$ cat src/rtl/regfile_wb_arbiter.sv
// Write-port arbiter for the 32x32 register file: two writeback sources share one registered port.
// Define WB_RR_EN for round-robin arbitration; otherwise source 0 has fixed priority.
module regfile_wb_arbiter #(
   parameter int n       = 32,
   parameter int address = 5,
   parameter int cw      = 16
) (
   input  logic               clk_i,
   input  logic               rst_i,
   input  logic               src0_valid_i,
   input  logic [address-1:0] src0_addr_i,
   input  logic [n-1:0]       src0_data_i,
   output logic               src0_ready_o,
   input  logic               src1_valid_i,
   input  logic [address-1:0] src1_addr_i,
   input  logic [n-1:0]       src1_data_i,
   output logic               src1_ready_o,
   output logic               rd_wr_o,
   output logic [address-1:0] rd_addr_o,
   output logic [n-1:0]       rd_data_o,
   output logic [cw-1:0]      wr_cnt_o
);

   logic               w_real0;
   logic               w_real1;
   logic               w_null0;
   logic               w_null1;
   logic               w_gnt0;
   logic               w_gnt1;
   logic               w_rdy0;
   logic               w_rdy1;

   logic               r_wr;
   logic [address-1:0] r_addr;
   logic [n-1:0]       r_data;
   logic [cw-1:0]      r_cnt;
`ifdef WB_RR_EN
   logic               r_ptr;
`endif

   // Classify requests, pick at most one winner and form the ready handshakes.
   always_comb begin
      w_real0 = 1'b0;
      w_real1 = 1'b0;
      w_null0 = 1'b0;
      w_null1 = 1'b0;
      w_gnt0  = 1'b0;
      w_gnt1  = 1'b0;
      w_rdy0  = 1'b0;
      w_rdy1  = 1'b0;
      if (rst_i) begin
         w_real0 = src0_valid_i && (src0_addr_i != {address{1'b0}});
         w_real1 = src1_valid_i && (src1_addr_i != {address{1'b0}});
         w_null0 = src0_valid_i && (src0_addr_i == {address{1'b0}});
         w_null1 = src1_valid_i && (src1_addr_i == {address{1'b0}});
`ifdef WB_RR_EN
         // r_ptr=0 favours source 0 on a contested cycle.
         w_gnt0  = w_real0 && (!w_real1 || !r_ptr);
         w_gnt1  = w_real1 && (!w_real0 ||  r_ptr);
`else
         w_gnt0  = w_real0;
         w_gnt1  = w_real1 && !w_real0;
`endif
         w_rdy0  = w_null0 || w_gnt0;
         w_rdy1  = w_null1 || w_gnt1;
      end else begin
         w_rdy0  = 1'b0;
         w_rdy1  = 1'b0;
      end
   end

   // Output stage: capture the winner, pulse write-enable, count committed writes.
   always_ff @(posedge clk_i) begin
      if (!rst_i) begin
         r_wr   <= 1'b0;
         r_addr <= {address{1'b0}};
         r_data <= {n{1'b0}};
         r_cnt  <= {cw{1'b0}};
      end else begin
         r_wr <= w_gnt0 || w_gnt1;
         if (w_gnt0) begin
            r_addr <= src0_addr_i;
            r_data <= src0_data_i;
         end else if (w_gnt1) begin
            r_addr <= src1_addr_i;
            r_data <= src1_data_i;
         end else begin
            r_addr <= r_addr;
            r_data <= r_data;
         end
         if (w_gnt0 || w_gnt1) begin
            r_cnt <= r_cnt + {{(cw-1){1'b0}}, 1'b1};
         end else begin
            r_cnt <= r_cnt;
         end
      end
   end

`ifdef WB_RR_EN
   // Round-robin pointer: after a grant the other source becomes favoured.
   always_ff @(posedge clk_i) begin
      if (!rst_i) begin
         r_ptr <= 1'b0;
      end else if (w_gnt0) begin
         r_ptr <= 1'b1;
      end else if (w_gnt1) begin
         r_ptr <= 1'b0;
      end else begin
         r_ptr <= r_ptr;
      end
   end
`endif

   assign src0_ready_o = w_rdy0;
   assign src1_ready_o = w_rdy1;
   assign rd_wr_o      = r_wr;
   assign rd_addr_o    = r_addr;
   assign rd_data_o    = r_data;
   assign wr_cnt_o     = r_cnt;

endmodule

$ cat config.mk
export PLATFORM = sky130hd
export DESIGN_NAME = regfile_wb_arbiter
export DESIGN_NICKNAME = d
export VERILOG_FILES = /design/src/rtl/regfile_wb_arbiter.sv
export SDC_FILE = /design/constraint.sdc
export NUM_CORES = 1
export LEC_CHECK = 0
export BUFFER_PORTS_ARGS = -buffer_cell sky130_fd_sc_hd__buf_2
export CAP_MARGIN = 20
export CORE_UTILIZATION = 45
export CTS_CLUSTER_DIAMETER = 80
export CTS_CLUSTER_SIZE = 14
export DETAILED_ROUTE_END_ITERATION = 8
export GPL_ROUTABILITY_DRIVEN = 0
export PLACE_DENSITY = 0.81
export SETUP_SLACK_MARGIN = 0.4
export SLEW_MARGIN = 20
export SYNTH_ARGS = -nofsm -noshare
export SYNTH_HDL_FRONTEND = slang
export SYNTH_SLANG_ARGS = --single-unit
export TNS_END_PERCENT = 100
$ cat constraint.sdc
create_clock -name clk_i -period 2.4 [get_ports clk_i]
set_input_delay 0.48 -clock clk_i [delete_from_list [all_inputs] [get_ports clk_i]]
set_output_delay 0.48 -clock clk_i [all_outputs]
set_load 0.01 [all_outputs]
==> results of run 1 <==
==> cell usage after synthesis, types with 4 or more instances <==
master,count,share of area
sky130_fd_sc_hd__mux2i_1,13,0.051
sky130_fd_sc_hd__a211oi_1,4,0.012
sky130_fd_sc_hd__nor3_1,5,0.0099
sky130_fd_sc_hd__dfxtp_1,54,0.43
sky130_fd_sc_hd__nand2b_1,5,0.012
sky130_fd_sc_hd__inv_1,5,0.0074
sky130_fd_sc_hd__a31oi_1,32,0.079
sky130_fd_sc_hd__nand3_1,7,0.014
sky130_fd_sc_hd__o21ai_0,34,0.067
sky130_fd_sc_hd__nand2_1,87,0.13
sky130_fd_sc_hd__clkbuf_1,11,0.016
sky130_fd_sc_hd__buf_2,9,0.018
sky130_fd_sc_hd__nor2_1,4,0.0059
sky130_fd_sc_hd__a21oi_1,6,0.012
==> report_power, final <==
part	leakage, uW	internal (uW)	switching [uW]	total, uW
logic	0.00104	151	186	337
clock network	0.0000482	233	271	504
registers	0.000444	950	28.1	978
==> placed cells by master (no fill, tap or decap), types with 2 or more instances in the layout <==
cell type / count
sky130_fd_sc_hd__inv_1: 5
sky130_fd_sc_hd__and4_1: 2
sky130_fd_sc_hd__buf_2: 131
sky130_fd_sc_hd__a31oi_1: 32
sky130_fd_sc_hd__buf_4: 12
sky130_fd_sc_hd__or4_4: 2
sky130_fd_sc_hd__buf_6: 2
sky130_fd_sc_hd__nand2_1: 87
sky130_fd_sc_hd__a21oi_1: 6
sky130_fd_sc_hd__nor3_1: 5
sky130_fd_sc_hd__and2_1: 3
sky130_fd_sc_hd__nor2_1: 4
sky130_fd_sc_hd__clkbuf_8: 6
sky130_fd_sc_hd__a211oi_1: 4
sky130_fd_sc_hd__mux2i_1: 13
sky130_fd_sc_hd__o2111ai_1: 2
sky130_fd_sc_hd__o21a_1: 2
sky130_fd_sc_hd__nand2b_1: 5
sky130_fd_sc_hd__dfxtp_1: 54
sky130_fd_sc_hd__a2111oi_0: 3
sky130_fd_sc_hd__nand3_1: 7
sky130_fd_sc_hd__a2111oi_1: 3
sky130_fd_sc_hd__o21ai_0: 34
sky130_fd_sc_hd__o21ai_4: 3
==> worst max-delay path: stages <==
cell                      delay, ns
sky130_fd_sc_hd__buf_6         0.09
sky130_fd_sc_hd__or4_4         0.54
sky130_fd_sc_hd__o21ai_4       0.15
sky130_fd_sc_hd__o21a_1        0.13
sky130_fd_sc_hd__buf_2         0.12
==> per-stage QoR <==
step           area [sq um]  setup slack [ns]  total power (uW)  cells  hold slack (ns)
5_1_grt                3380             0.376              1920    513            0.425
3_3_place_gp           3230             0.276              1320    501            0.450
6_report               3380             0.405              1820    513            0.438
4_1_cts                3370             0.400              1830    513            0.429
3_5_place_dp           3230             0.263              1330    501            0.463
2_1_floorplan          2540             0.482              1170    314            0.486
==> state kept, by name (all words and copies together) (netlist names) <==
| signal | flops |
|---|---|
| rd_data_o | 32 |
| wr_cnt_o | 16 |
| rd_addr_o | 5 |
| rd_wr_o | 1 |
==> repair_timing <==
item	in CTS	in global routing
pin swaps	3	4
endpoints found under the setup margin	1	2
hold buffers	0	0
setup buffers	4	0
gates resized for setup	2	2
==> final timing paths <==
| check | end | cells after the start | slack, ns | from |
|---|---|---|---|---|
| max reg2reg | wr_cnt_o[12] | 4 | 0.65 | wr_cnt_o[5] |
| max | src1_ready_o | 5 | 0.40 | src0_addr_i[4] |
| min | rd_data_o[27] | 3 | 0.44 | src1_data_i[27] |
| min reg2reg | rd_data_o[10] | 2 | 0.47 | rd_data_o[10] |
==> metal layers <==
metal | vias to the layer above | track usage | wire, microns
met5 | - | 0 | 0
met4 | 0 | 0.0981 | 168
met3 | 16 | 0.0417 | 389
met2 | 104 | 0.407 | 3310
met1 | 1231 | 0.302 | 3020
li1 | 1368 | - | -
==> logic make-up (layout without fill, tap and decap cells) <==
logic type               count (synthesis)  in the layout  synth area share
AND/OR/NAND/NOR                        119            119             0.205
AO/OA/AOI/OAI                           97             97             0.252
flip-flops                              54             54             0.426
buffers and inverters                   30            159            0.0607
multiplexers                            13             13            0.0513
adder cells (fa/ha/maj)                  1              1           0.00493
==> layout make-up <==
cell class	instances	area, sq um	area share
clock buffers	7	86.3	0.0255
clock inverters	1	5.00	0.00148
well taps	70	87.6	0.0259
multi-input cells	230	1310	0.389
inverters	5	18.8	0.00555
flip-flops and latches	54	1080	0.320
repair buffers	146	788	0.233
==> metrics.cfg, run 1 <==
[run_status]
run_status=finished, final reports clean

[synth]
number_of_synthesized_flops_with_an_enable_pin=0
synth.distinct_cells=38
portion_of_the_post_synthesis_area_used_by_sequential_elements=0.426
yosys_most_used_dff=sky130_fd_sc_hd__dfxtp_1
synth.avg_cell_area_sq_um=8.08
synth_seq_cells=54
asyncSetResetFlopFracSynth=0
postSynthNetCount=393
synthesis.instances=314
post_synth_instance_area_sq_um=2540
yosysWarningCount=0

[clock_network]
cts_num_sinks=54
clock_tree.buffer_depth=2
clk_root_buf=sky130_fd_sc_hd__clkbuf_8
clock_latency_ns=0.29
tritoncts.num_buffers=5
htree_num_levels=2
tritoncts=yes
clk_transition_reported_paths_ns=0.09

[timing]
min_period_over_period=0.831
maxSlewHeadroom=0.557
timing.final.setup_violations=0
fmaxAchievable_mhz=501
clock_skew_ns=0.00687
slew_violations=0
worst-slew-pin-transition_ns=0.647
post-route-min-period_ns=2.00
unrepaired_setup_endpoints_after_global_routing=yes
final_hold_viol_count=0
tns_ns=0

[die]
core_area_sq_um=5270
placementRows=26
fp.dieArea_sq_um=5940
top_level_ports=134
initial_core_util=0.481
die_width_microns=77.1
fp.dieH_microns=77.1

[worst_setup_path]
critical_path.startpoint_type=input port
critical_path.endpoint_type=output port
timing.critical_path.fanout_max=2
worst-endpoint-required_ns=1.92
path_class=input port to output port
timing.critical_path.arrival_ns=1.52

[place]
port_buffers=133
detailedPlacementHpwl_microns=4960

[drt]
drt.antenna.violating_nets=0
drc=0
post_dr_vias_cell=5.30
route.vias.total=2719
postRouteWirelength_microns=6880
drtPass1Iterations=5
avgRoutedWirePerCell_microns=13.4
detail_route.iter0.violations=166

[finish]
postLayoutCoreUtil=0.642
layout-drive-gt1-share=0.368
finalNetCount=521
flow.area_growth_from_synthesis_pct=33.3
antenna-diode-count=0
fillCellCount=484

[pwr]
cellLeakagePower_uw=0.00153
power.density_cell_area_nw_per_um2=538
ir_worst_vdd_uv=249

[grt]
gr-usage-all-layers=0.241
initial_antenna_violation_count=0
gr-total-overflow=0
global_route_wire_length_before_repair_microns=11600
number_of_global_route_vias_before_repair=2521
grt_max_degree=56

[worst_hold_path]
path_class_of_the_lowest_slack_min_delay_path=input port to flip-flop

[job]
max-cap-violations=0

(Power assumes the default switching activity.)
==> run 2, diff against run 1 <==
--- a/config.mk
+++ b/config.mk
@@ -7,12 +7,12 @@
 export LEC_CHECK = 0
 export BUFFER_PORTS_ARGS = -buffer_cell sky130_fd_sc_hd__buf_2
 export CAP_MARGIN = 20
-export CORE_UTILIZATION = 45
+export CORE_UTILIZATION = 41
 export CTS_CLUSTER_DIAMETER = 80
 export CTS_CLUSTER_SIZE = 14
 export DETAILED_ROUTE_END_ITERATION = 8
 export GPL_ROUTABILITY_DRIVEN = 0
-export PLACE_DENSITY = 0.81
+export PLACE_DENSITY = 0.78
 export SETUP_SLACK_MARGIN = 0.4
 export SLEW_MARGIN = 20
 export SYNTH_ARGS = -nofsm -noshare
==> constraint.sdc (replaced) <==
create_clock -name clk_i -period 1.7 [get_ports clk_i]
set_input_delay 0.34 -clock clk_i [delete_from_list [all_inputs] [get_ports clk_i]]
set_output_delay 0.34 -clock clk_i [all_outputs]
set_load 0.01 [all_outputs]
==> metrics.cfg, run 2 (same netlist as run 1, synthesis figures left out) <==
[pwr]
total_switching_power_uw=909
power.share.combinational=0.293
pwr-share-clk=0.250
power_switching_share=0.298
cellLeakagePower_uw=0.00211
p_seq_frac=0.457
power.internal_uw=2150
power.density_cell_area_nw_per_um2=630
report.power.total_uw=3060
ir_worst_vdd_uv=472

[clock_network]
clk_transition_reported_paths_ns=0.10
clock_latency_ns=0.31
post_cts_hold_buffer_count=0
tritoncts.num_buffers=5
tritoncts=yes
htree_num_levels=2
clock_tree.buffer_depth=2
clk_root_buf=sky130_fd_sc_hd__clkbuf_8
cts_num_sinks=54

[grt]
grt_max_degree=52
gr-usage-all-layers=0.310
global_route_wire_length_before_repair_microns=15100
number_of_global_route_vias_before_repair=3129
initial_antenna_violation_count=0
gr-total-overflow=0

[die]
fp.dieH_microns=80.7
core_area_sq_um=5960
fp.dieArea_sq_um=6500
initial_core_util=0.426
placementRows=28
die_width_microns=80.7
top_level_ports=134

[worst_setup_path]
timing.reg2reg.setup_slack_ns=0.09
r2r_start=wr_cnt_o[8]
timing.critical_path.arrival_ns=1.45
critical_path.startpoint_type=input port
worst-endpoint-required_ns=1.36
critical_path.endpoint_type=output port
r2r_end=wr_cnt_o[14]
ff2ff_path_depth=5
path_class=input port to output port
timing.critical_path.fanout_max=3

[finish]
antenna-diode-count=0
flow.area_growth_from_synthesis_pct=91.2
finalNetCount=585
mostFrequentLayoutCells=127 x sky130_fd_sc_hd__buf_2, 69 x sky130_fd_sc_hd__nand2_1, 50 x sky130_fd_sc_hd__dfxtp_1
layout-drive-gt1-share=0.600
most_frequent_standard_cell_in_the_layout_excluding_fill_and_tap_cells=sky130_fd_sc_hd__buf_2
postLayoutCoreUtil=0.814
flip_flop_count_of_the_largest_register_after_layout=32

[place]
detailedPlacementHpwl_microns=5220
port_buffers=133

[run_status]
run_status=finished with violations
failed_checks=setup timing

[worst_hold_path]
path_class_of_the_lowest_slack_min_delay_path=input port to flip-flop
hold_path.startpoint=rst_i
hold_path_cell_cnt=3
timing.hold.worst_endpoint=rd_addr_o[3]

[timing]
slew_violations=0
min_period_over_period=1.05
fmaxAchievable_mhz=558
finalHoldWorstSlack_ns=0.267
timing.final.setup_violations=2
post-route-min-period_ns=1.79
finalWorstSetupSlack_ns=-0.0916
clock_skew_ns=0.00955
unrepaired_setup_endpoints_after_global_routing=yes
maxSlewHeadroom=0.557
tns_ns=-0.0999
final_hold_viol_count=0
worst-slew-pin-transition_ns=0.664

[drt]
detail_route.iter0.violations=149
post_dr_vias_cell=5.66
avgRoutedWirePerCell_microns=18.5
drt.antenna.violating_nets=0
postRouteWirelength_microns=10800
drc=0
route.vias.total=3295
drtPass1Iterations=4

[job]
max-cap-violations=0

[run 2: changes by cell type in the layout (fill, tap and decap cells not counted), moves of 10 or more]
cell,previous run,this run
sky130_fd_sc_hd__buf_12,1,14
sky130_fd_sc_hd__buf_16,0,10
sky130_fd_sc_hd__buf_4,12,26
sky130_fd_sc_hd__buf_6,2,27
sky130_fd_sc_hd__nand2_1,87,69
sky130_fd_sc_hd__nand2_2,0,16
sky130_fd_sc_hd__o21ai_0,34,6
sky130_fd_sc_hd__o21ai_2,0,21
[run 2: power by group through the flow]
stage	clock network (uW)	logic (uW)	registers, uW
after CTS	756	790	1390
after floorplan	0	226	1450
after global placement	0	506	1410
after global routing	812	949	1410
after detailed placement	0	518	1410
final	765	894	1400
[run 2: how the worst max path moves through the flow]
| stage | slack [ns] | cells past startpoint | to | startpoint |
|---|---|---|---|---|
| 3_3_place_gp | -0.20 | 6 | wr_cnt_o[12] | rst_i |
| 2_1_floorplan | 0.02 | 5 | wr_cnt_o[4] | src1_addr_i[2] |
| 5_1_grt | -0.11 | 5 | src1_ready_o | src0_addr_i[1] |
| 6_report | -0.09 | 5 | src1_ready_o | src0_addr_i[4] |
| 4_1_cts | -0.06 | 5 | src1_ready_o | src0_addr_i[4] |
| 3_5_place_dp | -0.30 | 6 | rd_data_o[23] | src1_addr_i[2] |
[run 2: what timing repair did]
item                       CTS  global route
gates resized for setup    110            56
buffers inserted            27            10
setup endpoints to repair   57            59
cloned                      12             0
hold endpoints to repair     0             0
pin swaps                   47            15
[run 2: routing by layer]
layer / part of all wire / wire [microns] / vias up / track usage
li1: - / - / 1505 / -
met1: 0.36 / 3940 / 1570 / 0.335
met2: 0.53 / 5700 / 176 / 0.573
met3: 0.060 / 651 / 44 / 0.0386
met4: 0.047 / 502 / 0 / 0.180
met5: 0 / 0 / - / 0
[run 2: area by class of cell]
type | instances | area (sq um)
Multi-Input combinational cell | 232 | 1790
Timing Repair Buffer | 208 | 1770
Fill cell | 348 | 1110
Sequential cell | 54 | 1090
Tap cell | 75 | 93.8
Clock buffer | 7 | 86.3
Inverter | 5 | 18.8
Clock inverter | 1 | 5.00
[run 2: metrics by stage]
stage / setup WS [ns] / instance area [sq um] / instances
6_report: -0.0916 / 4850 / 582
2_1_floorplan: 0.0247 / 2590 / 314
5_1_grt: -0.112 / 4850 / 582
3_3_place_gp: -0.195 / 3470 / 525
4_1_cts: -0.0560 / 4540 / 572
3_5_place_dp: -0.305 / 3470 / 525
[run 2: critical path, cell delays in order]
cell and delay (ns):
sky130_fd_sc_hd__buf_6 0.09, sky130_fd_sc_hd__or4_4 0.58, sky130_fd_sc_hd__o21ai_4 0.17, sky130_fd_sc_hd__o21a_1 0.13
sky130_fd_sc_hd__buf_2 0.13
